[src/rtl/colour_bbox.sv]
// colour_bbox: single-colour blob detector with a bounding-box result handshake.
//
// Pixels arrive in raster order, qualified by in_valid and framed by in_sop/in_eop.
// Each pixel is thresholded against a target colour. The min/max coordinates and the
// count of matching pixels are accumulated over the frame. On the end-of-frame pixel
// the result is latched into the bbox_* registers, and bbox_valid is raised until it
// is taken with bbox_ready. The video stream passes through with one cycle of latency.
//
// Ports
//   clk, reset_n                      clock, synchronous active-low reset
//   in_valid, in_sop, in_eop          pixel qualifier, first / last pixel of frame
//   red, green, blue                  input pixel
//   out_valid, red_out..blue_out      pixel pass-through, 1-cycle latency
//   bbox_x_min/max, bbox_y_min/max    detected box (all zero when nothing found)
//   bbox_found, bbox_count            detection flag, masked-pixel count (saturating)
//   bbox_valid, bbox_ready            result handshake
//   bbox_dropped                      1-cycle pulse when an untaken result is overwritten
//
// Build option
//   COLOUR_BBOX_OVERLAY_EN            when defined, draws the edge of the last found box
//                                     in pure red on the output video.
module colour_bbox #(
  parameter int unsigned IMAGE_W    = 640,
  parameter int unsigned IMAGE_H    = 480,
  parameter int unsigned R_MIN      = 160,
  parameter int unsigned G_MAX      = 80,
  parameter int unsigned B_MAX      = 80,
  parameter int unsigned MIN_PIXELS = 16
) (
  input  logic        clk,
  input  logic        reset_n,
  input  logic        in_valid,
  input  logic        in_sop,
  input  logic        in_eop,
  input  logic [7:0]  red,
  input  logic [7:0]  green,
  input  logic [7:0]  blue,
  output logic        out_valid,
  output logic [7:0]  red_out,
  output logic [7:0]  green_out,
  output logic [7:0]  blue_out,
  output logic [10:0] bbox_x_min,
  output logic [10:0] bbox_x_max,
  output logic [9:0]  bbox_y_min,
  output logic [9:0]  bbox_y_max,
  output logic        bbox_found,
  output logic        bbox_valid,
  output logic        bbox_dropped,
  input  logic        bbox_ready,
  output logic [18:0] bbox_count
);

  localparam logic [10:0] XLast  = 11'(IMAGE_W - 1);
  localparam logic [9:0]  YLast  = 10'(IMAGE_H - 1);
  localparam logic [18:0] CntMax = '1;
  localparam logic [18:0] MinCnt = 19'(MIN_PIXELS);

  typedef enum logic [0:0] {StIdle, StAccum} state_e;

  state_e      state_q, state_d;
  logic [10:0] x_q, x_d;
  logic [9:0]  y_q, y_d;
  logic [10:0] acc_x_min_q, acc_x_min_d, acc_x_max_q, acc_x_max_d;
  logic [9:0]  acc_y_min_q, acc_y_min_d, acc_y_max_q, acc_y_max_d;
  logic [18:0] acc_cnt_q, acc_cnt_d;

  logic [10:0] res_x_min_q, res_x_min_d, res_x_max_q, res_x_max_d;
  logic [9:0]  res_y_min_q, res_y_min_d, res_y_max_q, res_y_max_d;
  logic [18:0] res_cnt_q, res_cnt_d;
  logic        res_found_q, res_found_d;
  logic        res_valid_q, res_valid_d;
  logic        res_drop_q, res_drop_d;

  logic        out_valid_q, out_valid_d;
  logic [7:0]  out_r_q, out_r_d, out_g_q, out_g_d, out_b_q, out_b_d;

  // Per-pixel view of the frame, with a start-of-frame pixel seeing empty accumulators.
  logic        frame_px, mask, new_res, found;
  logic [10:0] cur_x, base_x_min, base_x_max, fin_x_min, fin_x_max;
  logic [9:0]  cur_y, base_y_min, base_y_max, fin_y_min, fin_y_max;
  logic [18:0] base_cnt, fin_cnt;

  always_comb begin
    frame_px   = in_valid && (in_sop || (state_q == StAccum));
    mask       = (red >= 8'(R_MIN)) && (green <= 8'(G_MAX)) && (blue <= 8'(B_MAX));
    cur_x      = in_sop ? '0 : x_q;
    cur_y      = in_sop ? '0 : y_q;
    base_cnt   = in_sop ? '0 : acc_cnt_q;
    base_x_min = in_sop ? '0 : acc_x_min_q;
    base_x_max = in_sop ? '0 : acc_x_max_q;
    base_y_min = in_sop ? '0 : acc_y_min_q;
    base_y_max = in_sop ? '0 : acc_y_max_q;

    fin_cnt   = base_cnt;
    fin_x_min = base_x_min;
    fin_x_max = base_x_max;
    fin_y_min = base_y_min;
    fin_y_max = base_y_max;
    if (mask) begin
      // An empty accumulator holds no meaningful box, so the first hit seeds it.
      if (base_cnt == '0) begin
        fin_x_min = cur_x;
        fin_x_max = cur_x;
        fin_y_min = cur_y;
        fin_y_max = cur_y;
      end else begin
        if (cur_x < base_x_min) fin_x_min = cur_x;
        if (cur_x > base_x_max) fin_x_max = cur_x;
        if (cur_y < base_y_min) fin_y_min = cur_y;
        if (cur_y > base_y_max) fin_y_max = cur_y;
      end
      fin_cnt = (base_cnt == CntMax) ? base_cnt : base_cnt + 19'd1;
    end

    new_res = frame_px && in_eop;
    found   = (fin_cnt >= MinCnt);
  end

  // Frame position and accumulator next state.
  always_comb begin
    state_d     = state_q;
    x_d         = x_q;
    y_d         = y_q;
    acc_cnt_d   = acc_cnt_q;
    acc_x_min_d = acc_x_min_q;
    acc_x_max_d = acc_x_max_q;
    acc_y_min_d = acc_y_min_q;
    acc_y_max_d = acc_y_max_q;
    if (frame_px) begin
      acc_cnt_d   = fin_cnt;
      acc_x_min_d = fin_x_min;
      acc_x_max_d = fin_x_max;
      acc_y_min_d = fin_y_min;
      acc_y_max_d = fin_y_max;
      if (cur_x == XLast) begin
        x_d = '0;
        y_d = (cur_y == YLast) ? cur_y : cur_y + 10'd1;
      end else begin
        x_d = cur_x + 11'd1;
        y_d = cur_y;
      end
      state_d = in_eop ? StIdle : StAccum;
    end
  end

  // Result registers and handshake.
  always_comb begin
    res_x_min_d = res_x_min_q;
    res_x_max_d = res_x_max_q;
    res_y_min_d = res_y_min_q;
    res_y_max_d = res_y_max_q;
    res_cnt_d   = res_cnt_q;
    res_found_d = res_found_q;
    if (new_res) begin
      res_x_min_d = found ? fin_x_min : '0;
      res_x_max_d = found ? fin_x_max : '0;
      res_y_min_d = found ? fin_y_min : '0;
      res_y_max_d = found ? fin_y_max : '0;
      res_cnt_d   = fin_cnt;
      res_found_d = found;
    end
    // A result arriving with a handshake simply replaces the one being taken.
    res_valid_d = new_res || (res_valid_q && !bbox_ready);
    res_drop_d  = new_res && res_valid_q && !bbox_ready;
  end

  // Video pass-through, optionally with the box overlay.
  always_comb begin
    out_valid_d = in_valid;
  end

`ifdef COLOUR_BBOX_OVERLAY_EN
  logic        ov_have_q, ov_have_d;
  logic [10:0] ov_x_min_q, ov_x_min_d, ov_x_max_q, ov_x_max_d;
  logic [9:0]  ov_y_min_q, ov_y_min_d, ov_y_max_q, ov_y_max_d;
  logic        ov_x_in, ov_y_in, ov_hit;

  always_comb begin
    ov_have_d  = ov_have_q;
    ov_x_min_d = ov_x_min_q;
    ov_x_max_d = ov_x_max_q;
    ov_y_min_d = ov_y_min_q;
    ov_y_max_d = ov_y_max_q;
    if (new_res && found) begin
      ov_have_d  = 1'b1;
      ov_x_min_d = fin_x_min;
      ov_x_max_d = fin_x_max;
      ov_y_min_d = fin_y_min;
      ov_y_max_d = fin_y_max;
    end

    // The box in use is the one latched before this pixel, never the frame in flight.
    ov_x_in = (cur_x >= ov_x_min_q) && (cur_x <= ov_x_max_q);
    ov_y_in = (cur_y >= ov_y_min_q) && (cur_y <= ov_y_max_q);
    ov_hit  = ov_have_q && frame_px &&
              ((((cur_x == ov_x_min_q) || (cur_x == ov_x_max_q)) && ov_y_in) ||
               (((cur_y == ov_y_min_q) || (cur_y == ov_y_max_q)) && ov_x_in));
    out_r_d = ov_hit ? 8'hFF : red;
    out_g_d = ov_hit ? 8'h00 : green;
    out_b_d = ov_hit ? 8'h00 : blue;
  end

  always_ff @(posedge clk) begin
    if (!reset_n) begin
      ov_have_q  <= 1'b0;
      ov_x_min_q <= '0;
      ov_x_max_q <= '0;
      ov_y_min_q <= '0;
      ov_y_max_q <= '0;
    end else begin
      ov_have_q  <= ov_have_d;
      ov_x_min_q <= ov_x_min_d;
      ov_x_max_q <= ov_x_max_d;
      ov_y_min_q <= ov_y_min_d;
      ov_y_max_q <= ov_y_max_d;
    end
  end
`else
  always_comb begin
    out_r_d = red;
    out_g_d = green;
    out_b_d = blue;
  end
`endif

  always_ff @(posedge clk) begin
    if (!reset_n) begin
      state_q     <= StIdle;
      x_q         <= '0;
      y_q         <= '0;
      acc_cnt_q   <= '0;
      acc_x_min_q <= '0;
      acc_x_max_q <= '0;
      acc_y_min_q <= '0;
      acc_y_max_q <= '0;
      res_x_min_q <= '0;
      res_x_max_q <= '0;
      res_y_min_q <= '0;
      res_y_max_q <= '0;
      res_cnt_q   <= '0;
      res_found_q <= 1'b0;
      res_valid_q <= 1'b0;
      res_drop_q  <= 1'b0;
      out_valid_q <= 1'b0;
      out_r_q     <= '0;
      out_g_q     <= '0;
      out_b_q     <= '0;
    end else begin
      state_q     <= state_d;
      x_q         <= x_d;
      y_q         <= y_d;
      acc_cnt_q   <= acc_cnt_d;
      acc_x_min_q <= acc_x_min_d;
      acc_x_max_q <= acc_x_max_d;
      acc_y_min_q <= acc_y_min_d;
      acc_y_max_q <= acc_y_max_d;
      res_x_min_q <= res_x_min_d;
      res_x_max_q <= res_x_max_d;
      res_y_min_q <= res_y_min_d;
      res_y_max_q <= res_y_max_d;
      res_cnt_q   <= res_cnt_d;
      res_found_q <= res_found_d;
      res_valid_q <= res_valid_d;
      res_drop_q  <= res_drop_d;
      out_valid_q <= out_valid_d;
      out_r_q     <= out_r_d;
      out_g_q     <= out_g_d;
      out_b_q     <= out_b_d;
    end
  end

  assign out_valid    = out_valid_q;
  assign red_out      = out_r_q;
  assign green_out    = out_g_q;
  assign blue_out     = out_b_q;
  assign bbox_x_min   = res_x_min_q;
  assign bbox_x_max   = res_x_max_q;
  assign bbox_y_min   = res_y_min_q;
  assign bbox_y_max   = res_y_max_q;
  assign bbox_count   = res_cnt_q;
  assign bbox_found   = res_found_q;
  assign bbox_valid   = res_valid_q;
  assign bbox_dropped = res_drop_q;

endmodule

[config.mk]
export PLATFORM = sky130hd
export DESIGN_NAME = colour_bbox
export DESIGN_NICKNAME = d
export VERILOG_FILES = /design/src/rtl/colour_bbox.sv
export SDC_FILE = /design/constraint.sdc
export NUM_CORES = 1
export LEC_CHECK = 0
export BUFFER_PORTS_ARGS = -buffer_cell sky130_fd_sc_hd__clkbuf_2
export CAP_MARGIN = 15
export CORE_MARGIN = 4
export CORE_UTILIZATION = 40
export DETAILED_ROUTE_END_ITERATION = 12
export PLACE_DENSITY = 0.64
export SLEW_MARGIN = 30
export SYNTH_ARGS = -nofsm -noshare
export SYNTH_HDL_FRONTEND = slang
export SYNTH_SLANG_ARGS = --single-unit
[constraint.sdc]
create_clock -name clk -period 8.45 [get_ports clk]
set_input_delay 0.845 -clock clk [delete_from_list [all_inputs] [get_ports clk]]
set_output_delay 0.845 -clock clk [all_outputs]
set_load 0.02 [all_outputs]
**Word level (Yosys, flattened, before mapping)**

Cells that the tools add are included.

- Equality and inequality tests: 3
- Add/sub/neg operators: 3
- Muxes and demuxes: 29
- Reduce and logical (&&, ||, !) cells: 11
- $lt $le $gt $ge: 8

Operator list:

| kind | number |
|---|---|
| 2-to-1 mux 11 bit | 12 |
| 2-to-1 mux 10 bit | 13 |
| 2-to-1 mux 19 bit | 3 |
| adder 19 x 1 -> 19 bit, second input constant | 1 |
| equality test 19 bit, second input constant | 1 |
| >= comparator 19 x 5 -> 1 bit, second input constant | 1 |
| logical NOT 19 bit | 1 |
| <= comparator 8 x 7 -> 1 bit, second input constant | 2 |
| adder 11 x 1 -> 11 bit, second input constant | 1 |
| equality test 11 x 10 -> 1 bit, second input constant | 1 |
| > comparator 11 bit | 1 |
| < comparator 11 bit | 1 |
| adder 10 x 1 -> 10 bit, second input constant | 1 |
| equality test 10 x 9 -> 1 bit, second input constant | 1 |
| > comparator 10 bit | 1 |
| < comparator 10 bit | 1 |
| >= comparator 8 bit, second input constant | 1 |
| logical AND 1 bit | 7 |
| logical OR 1 bit | 2 |
| logical NOT 1 bit | 1 |
| 2-to-1 mux 1 bit | 1 |

- Register bits after elaboration: 172
- Output and inout bits: 89
- Word-level logic and storage cells: 74
- Input bits: 30

**Longest topological paths before layout**

- Word-level depth: 6
- Mapped depth: 16
- Depth with buffers taken out: 11

**Worst setup path after synthesis**

Ideal clock, no wire load.

- Path kind: input -> register
- Start: input in_sop
- End: register acc_y_max_q[9]
- Setup slack: 4.281 ns
- Path buffers: 6
- Arrival: 4.053 ns
- Required time: 8.334 ns
- Cell stages on the path: 16
- Setup time: 0.116 ns
- Cells stage by stage: clkbuf_1 -> clkbuf_1 -> clkbuf_1 -> clkbuf_1 -> clkbuf_1 -> nor2b_1 -> ha_1 -> nor2b_1 -> o211ai_1 -> a211oi_1 -> o22ai_1 -> a21oi_1 -> buf_1 -> mux2i_1 -> nand2_1 -> o211a_1

- Longest elaborated chain between the ends: 5
- Elaborated cells between the ends (all ways): 10
- Those cells by class: order compare: 1; mux: 6; reduce/logical: 3

Ends and longest elaborated chain:

| what | RTL line | text |
|---|---|---|
| start: declaration | 33 | `input logic in_sop,` |
| 2-to-1 mux 10 bit, on equally long branches | 87, 92 |  |
| > comparator 10 bit | 110 | `if (cur_y > base_y_max) fin_y_max = cur_y;` |
| 2-to-1 mux 10 bit | 110 |  |
| 2-to-1 mux 10 bit | 101 | `if (base_cnt == '0) begin` |
| 2-to-1 mux 10 bit | 99 | `if (mask) begin` |
| end signal: assignment | 256 | `acc_y_max_q <= acc_y_max_d;` |
| end: declaration | 64 | `logic [9:0] acc_y_min_q, acc_y_min_d, acc_y_max_q, acc_y_max_d;` |

Several ways; a longest one is shown, not always the timed one.
A chain may end at the register's enable or synchronous reset.

**Worst setup path after layout**

- Start: input in_sop
- End: register acc_y_max_q[4]

The elaborated chain is that of the path after synthesis.

==> flow_summary.toml <==
[floorplanning]
die_w_um = 156
ios = 119
num_rows = 53
core_region_area_um2 = 21300
start_util_pct = 41.2
die_h_um = 156
die-area_um2 = 24400

[clock_tree]
cts_resized = 0
cts-buffers-inserted = 17
clk_latency_ps = 430
cts_tree = "done"
path_clk_slew_ps = 70
cts_setup_buffers = 0
cts_htree_levels = 4
cts_buffer_depth = 2
hold_buffers = 0
cts.sinks = 172
cts_root_buf = "clkbuf_16"

[routing]
first_iter_violations = 515
viasPerCell = 5.50
wl_per_cell_um = 16.4
wl_um = 23000
vias = 7712
first_pass_iters = 5
route.detailed.drc = 0
drtAntennaViolNets = 0

[logic_synthesis]
syn_avg_cell_area_um2 = 8.46
synth_seq_cells = 172
netlist_area_um2 = 8770
ys_top_cells_by_area = "dfxtp_1 (39%), nand2_1 (6.8%), ha_1 (6.0%)"
ys.flop_type = "dfxtp_1"
async_reset_ff_share_pct = 0
synth.top_cells.by_count = "dfxtp_1 (172), nand2_1 (160), clkbuf_1 (62), nor2b_1 (62), o21ai_0 (54)"
yosysWarnings = 0
netlist.area_leader.share_pct = 39.3
synthCells = 1037
synth_most_common_cell = "dfxtp_1"
synth-edff-count = 0
syn-num-nets = 1109
ys_seq_area_share_pct = 39.3
ys_types = 57
yosys.area.top_type = "dfxtp_1"

[flow_run]
maxCapViolCount = 0

[power_and_ir_drop]
p_comb_share_pct = 6.0
p_total_uw = 1690
p_leak_uw = 0.00388
swShare_pct = 26.3
intPower_uw = 1250
p_seq_share_pct = 48.7
vdd_drop_max_v = 0.000102
p_clk_share_pct = 45.3
switchingPower_uw = 445
p_per_area_nw_per_um2 = 167

[worst_setup_path]
cp-end-kind = "flip-flop"
crit_path_start_kind = "input port"
cp_max_fo = 50
required_ps = 8770
critical_path_class = "input port to flip-flop"
cp.arrival_ps = 4910

[timing]
finalSetupViolCount = 0
finalHoldViolCount = 0
fmax_ghz = 0.218
maxSlewHeadroom_pct = 39.0
rsz0062_at_grt = "no"
tns_ps = 0
drv_slew = 0
period_minus_slack_ps = 4600
fin_skew_ps = 10.2
tightest_slew_ps = 909
finalCritPeriodShare_pct = 54.4

[outcome]
status = "completed"

[grt]
grt_pass1_wl_um = 37600
grt_max_degree = 105
grt_pass1_vias = 7129
track_usage_pct = 18.8
antenna_found_initial = 0
grt.overflow.total = 0

[min_path]
hp-class = "flip-flop to flip-flop"

[placement]
numPortBuffers = 118
gp_congestion = 0.935
hpwl_um = 15700

[final_layout]
nNetsFinal = 1185
areaGrowthSynthToFinish_pct = 15.3
nFillCells = 2072
diodes = 0
drive_gt1_share_pct = 18.6
## per-layer routing
metal  track usage (%)  wire length (µm)
met1              26.2             11000
met4              4.30               260
met3              3.83              1260
met5                 0                 0
met2              30.1             10500
## state kept, by name (all words and copies together), names as in the netlist, 8 cells and up
| register | count |
|---|---|
| bbox_count | 19 |
| acc_cnt_q | 19 |
| acc_y_max_q | 10 |
| acc_x_max_q | 11 |
| bbox_y_max | 10 |
| y_q | 10 |
| bbox_y_min | 10 |
| blue_out | 8 |
| acc_y_min_q | 10 |
| green_out | 8 |
| red_out | 8 |
| x_q | 11 |
| acc_x_min_q | 11 |
| bbox_x_min | 11 |
| bbox_x_max | 11 |
## metrics by stage
step           util, %  std cells  hold slack (ps)  setup WS [ps]  area, µm²
2_1_floorplan        -       1037              449           4280       8770
3_3_place_gp      44.6       1367              432           3540       9500
3_5_place_dp      44.6       1367              437           3530       9500
4_1_cts           47.4       1399              448           3990      10100
5_1_grt           47.5       1401              464           3540      10100
6_report          47.5       1401              445           3850      10100
## cell families (layout without fill, tap and decap cells)
logic type	after synthesis	in the layout	synth area share [%]
XOR/XNOR	16	16	1.60
multiplexers	30	30	3.42
buffers and inverters	83	172	4.02
flip-flops	172	172	39.3
AND/OR/NAND/NOR	418	418	24.1
adder cells (fa/ha/maj)	42	42	5.99
AO/OA/AOI/OAI	276	276	21.6
## path summary, 6_finish.rpt
kind,to,startpoint,slack (ps),cells past startpoint
worst max-delay path,acc_y_max_q[4],in_sop,3850,15
worst min-delay path,bbox_count[12],bbox_count[12],440,2
worst max register to register,bbox_x_max[10],acc_cnt_q[6],4420,9
worst min register to register,bbox_count[12],bbox_count[12],440,2
## critical path, cell delays in order
cell and delay, ps:
clkbuf_2 450, buf_4 440, inv_1 100, buf_4 500, nand2_1 140, ha_1 310, nor2b_1 130, o211ai_1 90
a211oi_1 230, o22ai_1 100, a21oi_1 590, buf_4 310, o21ai_0 90, and2_1 290, a22o_1 270
## cells in the final DEF, fill, tap and decap left out, types with 4 or more instances in the layout
master and count:
a211oi_1 4, a21boi_0 23, a21o_1 6, a21oi_1 44
a22o_1 17, a22oi_1 28, a31oi_1 21, and2_1 42
and3_1 14, and4_1 7, buf_4 13, clkbuf_16 17
clkbuf_2 118, dfxtp_1 172, ha_1 42, inv_1 7
inv_8 5, mux2i_1 30, nand2_1 160, nand3_1 18
nand3b_1 4, nand4_1 14, nor2_1 44, nor2b_1 62
nor3_1 15, nor3b_1 5, nor4_1 14, o211a_1 5
o21a_1 9, o21ai_0 54, o21ai_2 38, o31a_1 4
or3_1 7, xnor2_1 10, xor2_1 6
## power groups by stage
stage | clock [µW] | combinational, µW | sequential, µW
2_1_floorplan | 0 | 56.7 | 850
3_3_place_gp | 0 | 99.0 | 842
3_5_place_dp | 0 | 99.6 | 842
5_1_grt | 823 | 111 | 824
4_1_cts | 786 | 99.7 | 823
6_report | 766 | 101 | 823
## layout make-up
type / count / area [µm²] / share of cell area, %
inverters: 7 / 26.3 / 0.260
repair buffers: 133 / 723 / 7.15
clock inverters: 15 / 155 / 1.53
well taps: 275 / 344 / 3.40
clock buffers: 17 / 425 / 4.21
flip-flops and latches: 172 / 3440 / 34.0
multi-input cells: 782 / 5000 / 49.4
(Power assumes the default switching activity.)
